**src/rtl/card_shoe.sv**
```systemverilog
// card_shoe: 52-card deck store with LFSR-driven Fisher-Yates shuffle and
// single-card dealing for the blackjack datapath.
module card_shoe #(
  parameter int unsigned PEN_THRESHOLD = 15
) (
  input  logic       clk,
  input  logic       reset,
  input  logic [7:0] seed,
  input  logic       shuffle,
  input  logic       req,
  output logic       card_valid,
  output logic [4:0] card_value,
  output logic [3:0] card_rank,
  output logic [5:0] remaining,
  output logic       ready,
  output logic       busy,
  output logic       low_water,
  output logic       underflow
);

  typedef enum logic [1:0] {
    S_IDLE,
    S_FILL,
    S_SHUFFLE,
    S_READY
  } state_t;

  localparam logic [6:0] PEN_T = 7'(PEN_THRESHOLD);

  state_t     state_q, state_d;
  logic [7:0] lfsr_q, lfsr_d;
  logic [5:0] i_q, i_d;
  logic [5:0] ptr_q, ptr_d;
  logic [5:0] remaining_q, remaining_d;
  logic       card_valid_q, card_valid_d;
  logic [4:0] card_value_q, card_value_d;
  logic [3:0] card_rank_q, card_rank_d;
  logic       underflow_q, underflow_d;
  logic [3:0] deck_q [52];
  logic [3:0] deck_d [52];

  logic [7:0] seed_nz;
  logic [5:0] j;
  logic [5:0] fill_mod;
  logic [3:0] fill_rank;
  logic [3:0] top_card;

  assign seed_nz   = (seed == '0) ? 8'h01 : seed;
  assign j         = lfsr_q[5:0];
  assign fill_mod  = i_q % 6'd13;
  assign fill_rank = fill_mod[3:0] + 4'd1;
  assign top_card  = deck_q[ptr_q];

  // Next-state, datapath and deck update for all phases.
  always_comb begin
    state_d      = state_q;
    lfsr_d       = lfsr_q;
    i_d          = i_q;
    ptr_d        = ptr_q;
    remaining_d  = remaining_q;
    card_valid_d = 1'b0;
    card_value_d = card_value_q;
    card_rank_d  = card_rank_q;
    underflow_d  = 1'b0;
    deck_d       = deck_q;

    case (state_q)
      S_IDLE: begin
        if (shuffle) begin
          state_d = S_FILL;
          i_d     = '0;
          lfsr_d  = seed_nz;
        end
      end

      S_FILL: begin
        deck_d[i_q] = fill_rank;
        if (i_q == 6'd51) begin
          state_d = S_SHUFFLE;
        end else begin
          i_d = i_q + 6'd1;
        end
      end

      S_SHUFFLE: begin
        lfsr_d = {lfsr_q[6:0], lfsr_q[7] ^ lfsr_q[5] ^ lfsr_q[4] ^ lfsr_q[3]};
        // Rejection sampling: out-of-range candidates just burn a cycle.
        if (j <= i_q) begin
          deck_d[i_q] = deck_q[j];
          deck_d[j]   = deck_q[i_q];
          if (i_q == 6'd1) begin
            state_d     = S_READY;
            remaining_d = 6'd52;
            ptr_d       = '0;
          end else begin
            i_d = i_q - 6'd1;
          end
        end
      end

      S_READY: begin
        // A shuffle request takes precedence over a deal in the same cycle.
        if (shuffle) begin
          state_d     = S_FILL;
          i_d         = '0;
          lfsr_d      = seed_nz;
          ptr_d       = '0;
          remaining_d = '0;
        end else if (req) begin
          if (remaining_q != '0) begin
            card_rank_d  = top_card;
            card_value_d = (top_card > 4'd10) ? 5'd10 : {1'b0, top_card};
            card_valid_d = 1'b1;
            ptr_d        = ptr_q + 6'd1;
            remaining_d  = remaining_q - 6'd1;
          end else begin
            underflow_d = 1'b1;
          end
        end
      end

      default: state_d = S_IDLE;
    endcase
  end

  // Control state and registered outputs, asynchronously cleared.
  always_ff @(posedge clk or posedge reset) begin
    if (reset) begin
      state_q      <= S_IDLE;
      lfsr_q       <= '0;
      i_q          <= '0;
      ptr_q        <= '0;
      remaining_q  <= '0;
      card_valid_q <= 1'b0;
      card_value_q <= '0;
      card_rank_q  <= '0;
      underflow_q  <= 1'b0;
    end else begin
      state_q      <= state_d;
      lfsr_q       <= lfsr_d;
      i_q          <= i_d;
      ptr_q        <= ptr_d;
      remaining_q  <= remaining_d;
      card_valid_q <= card_valid_d;
      card_value_q <= card_value_d;
      card_rank_q  <= card_rank_d;
      underflow_q  <= underflow_d;
    end
  end

  // Deck storage; contents are rebuilt by every fill so no reset is needed.
  always_ff @(posedge clk) begin
    deck_q <= deck_d;
  end

  assign card_valid = card_valid_q;
  assign card_value = card_value_q;
  assign card_rank  = card_rank_q;
  assign remaining  = remaining_q;
  assign underflow  = underflow_q;
  assign ready      = (state_q == S_READY);
  assign busy       = (state_q == S_FILL) || (state_q == S_SHUFFLE);
  assign low_water  = ready && ({1'b0, remaining_q} < PEN_T);

endmodule

```
**config.mk**
```make
export PLATFORM = sky130hd
export DESIGN_NAME = card_shoe
export DESIGN_NICKNAME = d
export VERILOG_FILES = /design/src/rtl/card_shoe.sv
export SDC_FILE = /design/constraint.sdc
export NUM_CORES = 1
export LEC_CHECK = 0
export CORE_MARGIN = 2
export CORE_UTILIZATION = 31
export DETAILED_ROUTE_END_ITERATION = 6
export SLEW_MARGIN = 20
export SYNTH_ARGS = -nofsm -noshare
export SYNTH_HDL_FRONTEND = slang
export SYNTH_SLANG_ARGS = --single-unit
```
**constraint.sdc**
```tcl
create_clock -name clk -period 13.5 [get_ports clk]
set_clock_uncertainty 0.1 [all_clocks]
set_input_delay 2.025 -clock clk [delete_from_list [all_inputs] [get_ports clk]]
set_output_delay 2.025 -clock clk [all_outputs]
set_load 0.1 [all_outputs]
```
==> results.sh <==
export IMPL_outcome="complete, but fails checks"
export IMPL_violations="DRC"
export IMPL_final_common_cell="nand2_1"
export IMPL_postCtsHoldBufs=0
export IMPL_worst_pin_slew_ns=1.23
export IMPL_numCtsBuffers=30
export IMPL_finalCritPeriodShare=0.526
export IMPL_avgSynthCellArea_sq_um=9.91
export IMPL_die_width_um=246
export IMPL_max_freq_mhz=141
export IMPL_syn_area_sq_um=18200
export IMPL_dp_cells=2490
export IMPL_setup_violations=0
export IMPL_clock_power_share=0.182
export IMPL_synthFlopType="edfxtp_1"
export IMPL_postCtsSetupBuffers=0
export IMPL_clk_pin_slew_ns=0.07
export IMPL_cts_tree="built"
export IMPL_hold_class="reg -> reg"
export IMPL_grt_pass1_vias=17300
export IMPL_yosysTopAreaCellShare=0.343
export IMPL_drt_wl_total_um=80200
export IMPL_worstPathRequired_ns=13.71
export IMPL_grtUsageMet1=0.337
export IMPL_critPathLaunchType="register"
export IMPL_gp_congestion=0.951
export IMPL_hold_viol_final=0
export IMPL_grt_use_total=0.258
export IMPL_p_sw_mw=2.73
export IMPL_busiest_layer="met2"
export IMPL_wl_per_cell_um=31.5
export IMPL_yosysWarnings=0
export IMPL_antenna_found_initial=2
export IMPL_syn_to_final_growth_pct=11.4
export IMPL_met3_usage=0.0850
export IMPL_total_power_mw=4.85
export IMPL_place_hpwl_um=50100
export IMPL_die_area_sq_um=60700
export IMPL_critPathCaptureType="register"
export IMPL_avgViaCountPerCell=7.15
export IMPL_fin_area_sq_um=20300
export IMPL_setup_tns_ns=0
export IMPL_synth_net_count=1877
export IMPL_path_max_fanout=30
export IMPL_cts_repair_resized=0
export IMPL_ios=32
export IMPL_ant_nets=0
export IMPL_p_leak_nw=5.75
export IMPL_initialDrtViolationCount=3154
export IMPL_synth_edf_count=208
export IMPL_ys_seq_elements=246
export IMPL_diodes=0
export IMPL_placed_area_sq_um=19300
export IMPL_critical_path_arrival_ns=7.31
export IMPL_clock_sinks=246
export IMPL_ys_top_cells_by_area="edfxtp_1, mux4_2, a22oi_1"
export IMPL_comb_power_share=0.612
export IMPL_finalNetCount=1795
export IMPL_io_buffers=30
export IMPL_std_cell_rows=88
export IMPL_vdd_ir_drop_max_mv=0.233
export IMPL_first_pass_iters=7
export IMPL_root_buffer="clkbuf_16"
export IMPL_mostFrequentLayoutCells="nand2_1, edfxtp_1, a22oi_1"
export IMPL_synthCells=1839
export IMPL_synth_top_cell_by_area="edfxtp_1"
export IMPL_cap_violations=0
export IMPL_gr_total_overflow=0
export IMPL_maxSlewHeadroom=0.174
export IMPL_finalMaxSlewViolations=0
export IMPL_rsz0062_at_grt="false"
export IMPL_drc_errors=6
export IMPL_cts_buffer_depth=3
export IMPL_vias=18200
export IMPL_fp_dieH_um=246
export IMPL_start_util=0.315
export IMPL_yosysUniqueCellTypes=85
export IMPL_internal_power_mw=2.12
export IMPL_seq_power_share=0.206
export IMPL_clk_latency_ns=0.60
export IMPL_final_cells=2546
export IMPL_core_sq_um=57900
export IMPL_cts_htree_levels=1
export IMPL_drive_gt1_frac=0.153
export IMPL_fin_crit_ns=7.10
export IMPL_grt_first_pass_wirelength_um=117000
export IMPL_async_flop_share=0.154
export IMPL_use_met2=0.373
export IMPL_grt_max_degree=56
export IMPL_powerDensity_nw_per_um2=239
export IMPL_crit_type="reg -> reg"
export IMPL_p_sw_frac=0.563
export IMPL_seq_area_frac_synth=0.395
## flip-flops by register name (all words and copies together) (netlist names)
register	flops
remaining	6
lfsr_q	8
state_q	2
card_value	4
card_valid	1
i_q	6
deck_q	208
underflow	1
ptr_q	6
card_rank	4
## path summary, 6_finish.rpt
path                          startpoint            end  slack (ns)  cells after the start
min reg2reg                card_value[1]  card_value[1]        0.37                      2
max                               i_q[0]     deck_q[90]        6.40                     21
min in group asynchronous          reset   remaining[2]        1.76                      3
max reg2reg                       i_q[0]     deck_q[90]        6.40                     21
min                        card_value[1]  card_value[1]        0.37                      2
max in group asynchronous          reset       ptr_q[0]       11.16                      3
## power by group through the flow
stage	Combinational [mW]	Clock (mW)	Sequential, mW
6_report	2.97	0.883	0.999
2_1_floorplan	1.63	0	1.09
3_3_place_gp	2.78	0	1.01
4_1_cts	2.81	0.884	0.997
3_5_place_dp	2.80	0	1.01
5_1_grt	2.98	0.917	1.01
## worst max-delay path: stages, from the launching register on
cell      delay, ns
dfrtp_1        0.33
buf_4          0.39
clkinv_1       0.52
ha_1           0.44
and2_1         0.18
o221ai_4       0.29
inv_1          0.12
ha_1           0.25
o21ai_1        0.18
a21boi_1       0.14
xnor2_1        0.48
ha_1           0.28
inv_1          0.08
o22ai_1        0.27
o32ai_4        0.18
xnor2_2        0.15
buf_4          0.35
inv_1          0.15
ha_2           0.25
xnor2_4        0.83
buf_4          0.59
o221ai_1       0.20
## area by class of cell
cell class	count	area, sq um
fill	5811	37600
multi-input combinational	1368	10300
sequential	246	7200
tap	765	957
clock buffer	34	808
timing repair buffer	83	698
clock inverter	22	249
inverter	28	105
## synthesized netlist by cell type (6+ instances only)
master	n
a31oi_1	35
o2111ai_1	11
o22a_1	36
clkbuf_1	111
nor2_1	75
o211ai_1	33
nand2b_1	15
and2_1	9
o21ai_0	34
nor4_1	8
nand4_1	10
nand2_1	218
a221oi_1	31
nor2b_1	10
xnor2_1	8
o21bai_1	48
a211oi_1	6
o221ai_1	93
nor3_1	24
mux2_2	6
dfrtp_1	38
buf_1	27
mux2i_1	12
nand3_1	84
mux4_2	66
a41oi_1	11
edfxtp_1	208
a21oi_1	86
a22oi_1	128
o21ai_1	6
o22ai_1	84
or2_2	8
inv_1	23
and3_1	7
a22o_1	33
buf_2	50
o21ai_2	31
ha_1	26
## cells by family after synthesis
| group | share of synthesized area |
|---|---|
| flip-flops | 0.395 |
| AND/OR/NAND/NOR | 0.131 |
| buffers and inverters | 0.0520 |
| multiplexers | 0.0931 |
| AO/OA/AOI/OAI | 0.304 |
| XOR/XNOR | 0.00755 |
| other | 0.000206 |
| adder cells (fa/ha/maj) | 0.0178 |
## metrics by stage
stage / hold WS [ns] / util / setup slack, ns
after CTS: 0.387 / 0.351 / 6.53
after floorplan: 0.382 / - / 8.45
after global placement: 0.372 / 0.332 / 6.86
after global routing: 0.401 / 0.351 / 6.09
final: 0.375 / 0.351 / 6.40
after detailed placement: 0.372 / 0.332 / 6.52
## routing by layer
metal  wire length (um)  vias to the layer above  share of wire
met5                 16                        -        0.00020
met4               5280                        2          0.066
met3              12500                      399           0.16
met2              33600                     1740           0.42
met1              28800                     8778           0.36
li1                   -                     7288              -
No activity file was read; power rests on OpenSTA's default activity.
